==> src/rtl/seq_ctrl_if.sv <==
// Sequencer bus bundle: program-memory fetch, decoder handoff, datapath flags and status.
// master = sequencer, slave = memory/decoder/datapath side.
interface seq_ctrl_if #(
   parameter int unsigned ADDR_W = 12,
   parameter int unsigned IR_W   = 24
);
   logic              halt;
   logic [ADDR_W-1:0] pm_addr;
   logic              pm_rd;
   logic [IR_W-1:0]   pm_data;
   logic              pm_ready;
   logic [IR_W-1:0]   ir;
   logic              ir_valid;
   logic              dp_busy;
   logic              flag_z;
   logic              flag_cy;
   logic [ADDR_W-1:0] pc;
   logic              stack_err;

   modport master (
      input  halt, pm_data, pm_ready, dp_busy, flag_z, flag_cy,
      output pm_addr, pm_rd, ir, ir_valid, pc, stack_err
   );

   modport slave (
      output halt, pm_data, pm_ready, dp_busy, flag_z, flag_cy,
      input  pm_addr, pm_rd, ir, ir_valid, pc, stack_err
   );
endinterface

==> src/rtl/seq_ctrl.sv <==
// Instruction sequencer: owns the pc, fetches over a ready handshake, issues to the decoder,
// and resolves group-0 control flow (jumps, subroutine call/return) with a return-address stack.
module seq_ctrl #(
   parameter int unsigned ADDR_W      = 12,
   parameter int unsigned IR_W        = 24,
   parameter int unsigned STACK_DEPTH = 8
) (
   input  logic       clk,
   input  logic       rst,
   seq_ctrl_if.master sq
);
   localparam int unsigned OP_W  = 7;
   localparam int unsigned GRP_W = IR_W - OP_W - ADDR_W;
   localparam int unsigned PTR_W = $clog2(STACK_DEPTH);
   localparam int unsigned CNT_W = PTR_W + 1;

   localparam logic [GRP_W-1:0] GRP0   = {1'b1, {(GRP_W-1){1'b0}}};
   localparam logic [OP_W-1:0]  OP_JMP = OP_W'(0);
   localparam logic [OP_W-1:0]  OP_JZE = OP_W'(1);
   localparam logic [OP_W-1:0]  OP_JNE = OP_W'(2);
   localparam logic [OP_W-1:0]  OP_JCY = OP_W'(3);
   localparam logic [OP_W-1:0]  OP_RET = OP_W'(4);
   localparam logic [OP_W-1:0]  OP_BSR = OP_W'(5);

   typedef enum logic [1:0] {
      IDLE  = 2'd0,
      FETCH = 2'd1,
      ISSUE = 2'd2
   } state_e;

   state_e            state_q, state_d;
   logic [ADDR_W-1:0] pc_q, pc_d;
   logic [IR_W-1:0]   ir_q, ir_d;
   logic              ir_valid_q, ir_valid_d;
   logic              pm_rd_q, pm_rd_d;
   logic              stack_err_q, stack_err_d;
   logic [CNT_W-1:0]  cnt_q, cnt_d;
   logic [ADDR_W-1:0] stk_q [STACK_DEPTH];
   logic              push_en;

   logic              accept;
   logic [ADDR_W-1:0] pc_inc;
   logic [ADDR_W-1:0] target;
   logic [OP_W-1:0]   op;
   logic              is_grp0;
   logic [PTR_W-1:0]  top_idx;
   logic              stack_full;
   logic              stack_empty;

   assign accept      = (state_q == ISSUE) && ir_valid_q && !sq.dp_busy;
   assign pc_inc      = pc_q + ADDR_W'(1);
   assign target      = ir_q[ADDR_W-1:0];
   assign op          = ir_q[ADDR_W +: OP_W];
   assign is_grp0     = (ir_q[IR_W-1 -: GRP_W] == GRP0);
   assign top_idx     = PTR_W'(cnt_q - CNT_W'(1));
   assign stack_full  = (cnt_q == CNT_W'(STACK_DEPTH));
   assign stack_empty = (cnt_q == '0);

   always_ff @(posedge clk or posedge rst) begin
      if (rst) state_q <= IDLE;
      else     state_q <= state_d;
   end

   always_comb begin
      state_d = state_q;
      case (state_q)
         IDLE:    if (!sq.halt)     state_d = FETCH;
         FETCH:   if (sq.pm_ready)  state_d = ISSUE;
         ISSUE:   if (accept)       state_d = sq.halt ? IDLE : FETCH;
         default:                   state_d = IDLE;
      endcase
   end

   // Flags are only consulted in the acceptance cycle; stack moves only on acceptance.
   always_comb begin
      pc_d        = pc_q;
      ir_d        = ir_q;
      ir_valid_d  = ir_valid_q;
      cnt_d       = cnt_q;
      stack_err_d = stack_err_q;
      push_en     = 1'b0;
      pm_rd_d     = (state_d == FETCH);
      if (state_q == FETCH && sq.pm_ready) begin
         ir_d       = sq.pm_data;
         ir_valid_d = 1'b1;
      end
      if (accept) begin
         ir_valid_d = 1'b0;
         pc_d       = pc_inc;
         if (is_grp0) begin
            case (op)
               OP_JMP: pc_d = target;
               OP_JZE: if (sq.flag_z)  pc_d = target;
               OP_JNE: if (!sq.flag_z) pc_d = target;
               OP_JCY: if (sq.flag_cy) pc_d = target;
               OP_RET: begin
                  if (stack_empty) begin
                     stack_err_d = 1'b1;
                  end else begin
                     pc_d  = stk_q[top_idx];
                     cnt_d = cnt_q - CNT_W'(1);
                  end
               end
               OP_BSR: begin
                  pc_d = target;
                  if (stack_full) begin
                     stack_err_d = 1'b1;
                  end else begin
                     push_en = 1'b1;
                     cnt_d   = cnt_q + CNT_W'(1);
                  end
               end
               default: pc_d = pc_inc;
            endcase
         end
      end
   end

   always_ff @(posedge clk or posedge rst) begin
      if (rst) begin
         pc_q        <= '0;
         ir_q        <= '0;
         ir_valid_q  <= 1'b0;
         pm_rd_q     <= 1'b0;
         stack_err_q <= 1'b0;
         cnt_q       <= '0;
      end else begin
         pc_q        <= pc_d;
         ir_q        <= ir_d;
         ir_valid_q  <= ir_valid_d;
         pm_rd_q     <= pm_rd_d;
         stack_err_q <= stack_err_d;
         cnt_q       <= cnt_d;
      end
   end

   // Stack contents are deliberately left out of reset; only the count is cleared.
   always_ff @(posedge clk) begin
      if (push_en) stk_q[cnt_q[PTR_W-1:0]] <= pc_inc;
   end

   assign sq.pm_addr   = pc_q;
   assign sq.pm_rd     = pm_rd_q;
   assign sq.ir        = ir_q;
   assign sq.ir_valid  = ir_valid_q;
   assign sq.pc        = pc_q;
   assign sq.stack_err = stack_err_q;
endmodule

==> src/flat_wrapper.sv <==
// flat-port wrapper written by rule: the top's interface ports become plain ports
module seq_ctrl_flat 
#(
   parameter int unsigned ADDR_W      = 12,
   parameter int unsigned IR_W        = 24,
   parameter int unsigned STACK_DEPTH = 8
)
  (clk, rst, sq_halt, sq_pm_data, sq_pm_ready, sq_dp_busy, sq_flag_z, sq_flag_cy, sq_pm_addr, sq_pm_rd, sq_ir, sq_ir_valid, sq_pc, sq_stack_err);
  seq_ctrl_if #(.ADDR_W(ADDR_W), .IR_W(IR_W)) sq_i ();
  input  logic clk;
  input  logic rst;
  input wire logic [$bits(sq_i.halt)-1:0] sq_halt;
  input wire logic [$bits(sq_i.pm_data)-1:0] sq_pm_data;
  input wire logic [$bits(sq_i.pm_ready)-1:0] sq_pm_ready;
  input wire logic [$bits(sq_i.dp_busy)-1:0] sq_dp_busy;
  input wire logic [$bits(sq_i.flag_z)-1:0] sq_flag_z;
  input wire logic [$bits(sq_i.flag_cy)-1:0] sq_flag_cy;
  output wire logic [$bits(sq_i.pm_addr)-1:0] sq_pm_addr;
  output wire logic [$bits(sq_i.pm_rd)-1:0] sq_pm_rd;
  output wire logic [$bits(sq_i.ir)-1:0] sq_ir;
  output wire logic [$bits(sq_i.ir_valid)-1:0] sq_ir_valid;
  output wire logic [$bits(sq_i.pc)-1:0] sq_pc;
  output wire logic [$bits(sq_i.stack_err)-1:0] sq_stack_err;
  assign sq_i.halt = sq_halt;
  assign sq_i.pm_data = sq_pm_data;
  assign sq_i.pm_ready = sq_pm_ready;
  assign sq_i.dp_busy = sq_dp_busy;
  assign sq_i.flag_z = sq_flag_z;
  assign sq_i.flag_cy = sq_flag_cy;
  assign sq_pm_addr = sq_i.pm_addr;
  assign sq_pm_rd = sq_i.pm_rd;
  assign sq_ir = sq_i.ir;
  assign sq_ir_valid = sq_i.ir_valid;
  assign sq_pc = sq_i.pc;
  assign sq_stack_err = sq_i.stack_err;
  seq_ctrl #(.ADDR_W(ADDR_W), .IR_W(IR_W), .STACK_DEPTH(STACK_DEPTH)) u_core (.clk(clk), .rst(rst), .sq(sq_i));
endmodule
==> config.mk <==
export PLATFORM = sky130hd
export DESIGN_NAME = seq_ctrl_flat
export DESIGN_NICKNAME = d
export VERILOG_FILES = /design/src/rtl/seq_ctrl_if.sv /design/src/rtl/seq_ctrl.sv /design/src/flat_wrapper.sv
export SDC_FILE = /design/constraint.sdc
export NUM_CORES = 1
export LEC_CHECK = 0
export ABC_AREA = 1
export BUFFER_PORTS_ARGS = -buffer_cell sky130_fd_sc_hd__buf_4
export CAP_MARGIN = 0
export CORE_ASPECT_RATIO = 1.5
export CORE_UTILIZATION = 60
export DETAILED_ROUTE_END_ITERATION = 16
export HOLD_SLACK_MARGIN = 0.05
export PLACE_DENSITY_LB_ADDON = 0.3
export SLEW_MARGIN = 0
export SYNTH_ARGS = -nofsm -noshare
export SYNTH_HDL_FRONTEND = slang
export SYNTH_SLANG_ARGS = --single-unit
==> constraint.sdc <==
create_clock -name clk -period 7 [get_ports clk]
set_input_delay 1.4 -clock clk [delete_from_list [all_inputs] [get_ports clk]]
set_output_delay 1.4 -clock clk [all_outputs]
set_load 0.01 [all_outputs]
Word level (Yosys, flattened, before mapping)
Memories as Yosys holds them, arrays and structs flattened. Index checks and enable logic that the tools add are counted.

Output and inout bits: 51. Memories kept: 1. Bits in registers: 45. Bits in writable memories: 96. Input bits: 31.

Reductions and logical operators: 12. Eq/ne operators: 14. $add $sub $neg: 3. Muxes and demuxes: 25.

Memories: u_core.stk_q (depth 8, width 12, rd ports 1, clocked after Yosys merged registers in 0, write ports 1, RTL line seq_ctrl.sv:38) `logic [ADDR_W-1:0] stk_q [STACK_DEPTH];`.

Operator list (number): 2-to-1 mux 12 bit (5); case mux 12 bit (5 select lines) (1); == test 7 x 2 -> 1 bit (second input constant) (2); == test 7 x 3 -> 1 bit (second input constant) (2); adder 12 x 1 -> 12 bit (second input constant) (1); 2-to-1 mux 1 bit (11); AND reduction 5 bit (2); 2-to-1 mux 4 bit (2); case mux 4 bit (2 select lines) (1); == test 7 x 1 -> 1 bit (second input constant) (1); logical NOT 7 bit (1); 2-to-1 mux 2 bit (3); case mux 2 bit (3 select lines) (1); == test 5 bit (second input constant) (1); adder 4 x 1 -> 4 bit (second input constant) (1); == test 2 x 1 -> 1 bit (second input constant) (2); == test 4 bit (second input constant) (1); logical NOT 4 bit (1); inequality test 2 x 1 -> 1 bit (second input constant) (2); inequality test 2 bit (second input constant) (2); nonzero test 2 bit (2); subtractor 4 x 1 -> 4 bit (second input constant) (1); logical AND 1 bit (3); == test 2 bit (second input constant) (1); 4 further kinds (4).

Logic depth before layout (Yosys ltp)
Depth in word-level cells: 7. Depth in mapped cells: 16. Gate-level depth less buffers: 13.

Worst setup path after synthesis
No wires, ideal clock.

Path type: input port to flip-flop. Start point: input port sq_dp_busy. End point: memory u_core.stk_q[2][0], enable pin. Cell stages on the path: 7. Library setup time: 396 ps. Arrival time: 2929 ps. Path buffers: 0. Required time: 6604 ps. Setup slack: 3675 ps. Path through: inv_1 nand2_1 nor2_4 inv_2 nor3_2 nand2_1 nor3_1.

Cells in the longest elaborated chain, start to end: 5.

Ends and longest elaborated chain: from (decl) (RTL line flat_wrapper.sv:15) `input wire logic [$bits(sq_i.dp_busy)-1:0] sq_dp_busy;`; logical NOT 1 bit (RTL line seq_ctrl.sv:50) `assign accept = (state_q == ISSUE) && ir_valid_q && !sq.dp_busy;`; logical AND 1 bit (RTL line seq_ctrl.sv:50); 2-to-1 mux 1 bit (RTL line seq_ctrl.sv:87) `if (accept) begin`; 2-to-1 mux 1 bit (RTL line seq_ctrl.sv:139) `if (push_en) stk_q[cnt_q[PTR_W-1:0]] <= pc_inc;`; 2-to-1 mux 1 bit (not written as such) (RTL line seq_ctrl.sv:139); to (decl) (RTL line seq_ctrl.sv:38).

Every way passes these cells.

Worst setup path in the final report
Start point: register u_core.cnt_q[0]. End point: register u_core.pc_q[8] (netlist: u_core.sq.pc[8]).

Cells in the longest elaborated chain, start to end: 5. Elaborated cells on any way between the ends: 6. Those cells by class: 1 x add/sub; 3 x mux; 1 x reduce/logical; 1 x memory.

Ends and longest elaborated chain: from (decl) (RTL line seq_ctrl.sv:37) `logic [CNT_W-1:0] cnt_q, cnt_d;`; from (signal assigned) (RTL line seq_ctrl.sv:133) `cnt_q <= cnt_d;`; subtractor 4 x 1 -> 4 bit (RTL line seq_ctrl.sv:55) `assign top_idx = PTR_W'(cnt_q - CNT_W'(1));`; memory read (8 x 12 bit); 2-to-1 mux 12 bit (*) (RTL line seq_ctrl.sv:97) `if (stack_empty) begin`; case mux 12 bit (5 select lines) (*) (RTL line seq_ctrl.sv:91) `case (op)`; 2-to-1 mux 12 bit (*) (RTL line seq_ctrl.sv:90) `if (is_grp0) begin`; to (signal assigned) (RTL line seq_ctrl.sv:128) `pc_q <= pc_d;`; to (decl) (RTL line seq_ctrl.sv:32) `logic [ADDR_W-1:0] pc_q, pc_d;`.

Every way passes the cells marked *; elsewhere a longest branch is shown, timed or not. A chain may end at the register's enable or synchronous reset.

==> results.ini <==
[global_routing]
grt_pass1_vias=5878
antenna_found_initial=0
grt_overflow=0
grt.total_usage=0.322
grt_pass1_wl_mm=29.8
grt_max_degree=53

[setup_path]
cp.required_ns=7.36
critPathMaxFanout=52
reg2reg_slack_ns=3.55
reg2reg_from=u_core.cnt_q[0]
rr_worst_depth=12
start_kind=register
arrival_ns=3.80
crit_start=u_core.cnt_q[0]
worstSetupEndpointType=register
path_class=register to register

[floorplan]
io_pins=82
core-area_um2=11600
fp.dieH_um=136
die_x_um=91.2
start_util=0.618
die_area_um2=12400
fp-row-count=48

[route]
first_pass_iters=5
antenna_left=0
vias=6028
wl_mm=18.6
via_per_inst=5.77
avgRoutedWirePerCell_um=17.8
drt_iter0_markers=553
drc=0

[layout]
nets=916
area_delta_synth_final_pct=16.1
n_fill_cell=866
antenna_cells=0
final_cell_area_um2=8310
drive_above_1_share=0.187
seqCellArea_um2=4010
multiInputGateArea_um2=2650

[logic_synthesis]
synth.most_common_cell=nand2_1
netlist_area_um2=7160
synthTopCellsByCount=nand2_1 (195), nor2_1 (136), edfxtp_1 (96)
synth_top_cell_area_share=0.403
ys_seq_area_frac=0.560
syn_nets=852
syn_avg_cell_area_um2=8.75
synth.ff_latch_count=141
ys.flop_type=edfxtp_1
synth_top_area_cell=edfxtp_1
async_flop_share=0.319
synth_area_leaders=edfxtp_1 (40%), dfrtp_1 (16%), nand2_1 (10%)
synth_cells=818
synth_edf_count=96
synth.distinct_cells=37
yosys_warnings=0

[clock_tree]
clkTransAtPathRegs_ns=0.06
cts_root_buffer=clkbuf_16
post_cts_resized=0
cts_made_buffers=17
htreeDepth=4
insertion_delay_ns=0.42
hold_buffers=0
cts_buffer_depth=2
clkSinkCount=141
cts_tree=done
cts_setup_buffers=0

[sta]
period_share=0.492
grt_setup_unrepaired=false
setup_viol_count_final=0
worst_slew_pin_slew_ns=1.11
hold_viol_final=0
fin_tns_setup_ns=0
max_freq_mhz=290
max_slew_margin=0.260
skew_ns=0.00693
drv_slew=0
layout_min_cycle_time_ns=3.45

[worst_hold_path]
hold_class=register to register
min-delay-start=u_core.sq.stack_err
hold_path_depth=1

[place]
dp_hpwl_mm=12.8
port_buffers=81
gp_congestion=0.968
placed_area_um2=7770

[power_and_ir_drop]
ir_worst_vdd_mv=0.278
p_total_mw=2.86
p_leak_nw=3.67
cellPowerDensity_nw_per_um2=344

[job]
drv_cap=0

[status]
status=complete, no violations

## stage by stage
stage / util / instances / setup WS, ns / hold slack, ns
floorplan: - / 818 / 3.67 / 0.469
global placement: 0.670 / 1013 / 3.46 / 0.495
detailed placement: 0.670 / 1013 / 3.36 / 0.494
CTS: 0.717 / 1045 / 3.57 / 0.517
global route: 0.717 / 1045 / 3.22 / 0.536
finish: 0.717 / 1045 / 3.55 / 0.499
## routing by layer
layer | vias up | part of all wire | global-route usage
met5 | - | 0 | 0
met4 | 0 | 0.058 | 0.198
met3 | 75 | 0.070 | 0.0578
met2 | 334 | 0.51 | 0.543
met1 | 2807 | 0.36 | 0.384
li1 | 2812 | - | -
## area by class of cell
cell class / instances / share of cell area
well taps: 150 / 0.0226
clock buffers: 19 / 0.0521
inverters: 68 / 0.0307
clock inverters: 13 / 0.0138
multi-input cells: 566 / 0.319
flip-flops and latches: 141 / 0.482
repair buffers: 88 / 0.0795
## cells in the final DEF, fill, tap and decap left out, types with 6 or more instances in the layout
cell type  count
nand2_1      195
nor2_1       135
edfxtp_1      96
buf_4         88
o21ai_0       74
nand3_1       65
inv_1         58
dfrtp_1       45
clkbuf_16     17
a21oi_1       15
inv_2         10
a21oi_2       10
nor2_2         9
o211ai_1       6
nor3_1         6
## cells by family (layout without fill, tap and decap cells)
kind of cell | count (synthesis) | in the layout | share of synthesized area
flops | 141 | 141 | 0.560
compound gates | 120 | 120 | 0.0959
fa+ha+maj | 3 | 3 | 0.00524
simple gates | 439 | 439 | 0.264
buf+inv | 111 | 188 | 0.0697
xor+xnor | 3 | 3 | 0.00367
mux | 1 | 1 | 0.00140
## sequential cells by signal (all words and copies together) (netlist names)
| signal | count |
|---|---|
| u_core.cnt_q | 4 |
| u_core.state_q | 2 |
| u_core.sq.stack_err | 1 |
| u_core.sq.ir_valid | 1 |
| u_core.sq.pm_rd | 1 |
| u_core.sq.ir | 24 |
| u_core.stk_q | 96 |
| u_core.sq.pc | 12 |
## worst paths after layout
| path | to |
|---|---|
| worst max-delay path | u_core.sq.pc[8] |
| worst min-delay path | u_core.sq.stack_err |
| worst max register to register | u_core.sq.pc[8] |
| worst min register to register | u_core.sq.stack_err |
| max in group asynchronous | u_core.sq.pc[9] |
| min in group asynchronous | u_core.sq.pc[7] |
## worst max-delay path, cell delays in order, from the launching register on
cell     delay [ns]
dfrtp_1        0.39
inv_2          0.59
ha_1           1.01
inv_2          0.42
nor2_1         0.20
nand2_1        0.06
nand3_1        0.13
nand2_1        0.09
nor2_1         0.16
nor2_2         0.07
nand3_1        0.09
nand2_1        0.07
nand2_1        0.06
## power by group
part | total (mW) | switching, mW | leakage [nW] | internal (mW)
logic | 0.830 | 0.536 | 1.88 | 0.293
registers | 1.19 | 0.133 | 1.53 | 1.05
clock network | 0.841 | 0.352 | 0.262 | 0.489
total | 2.86 | 1.02 | 3.67 | 1.84
Power figures use the tool's default switching activity.
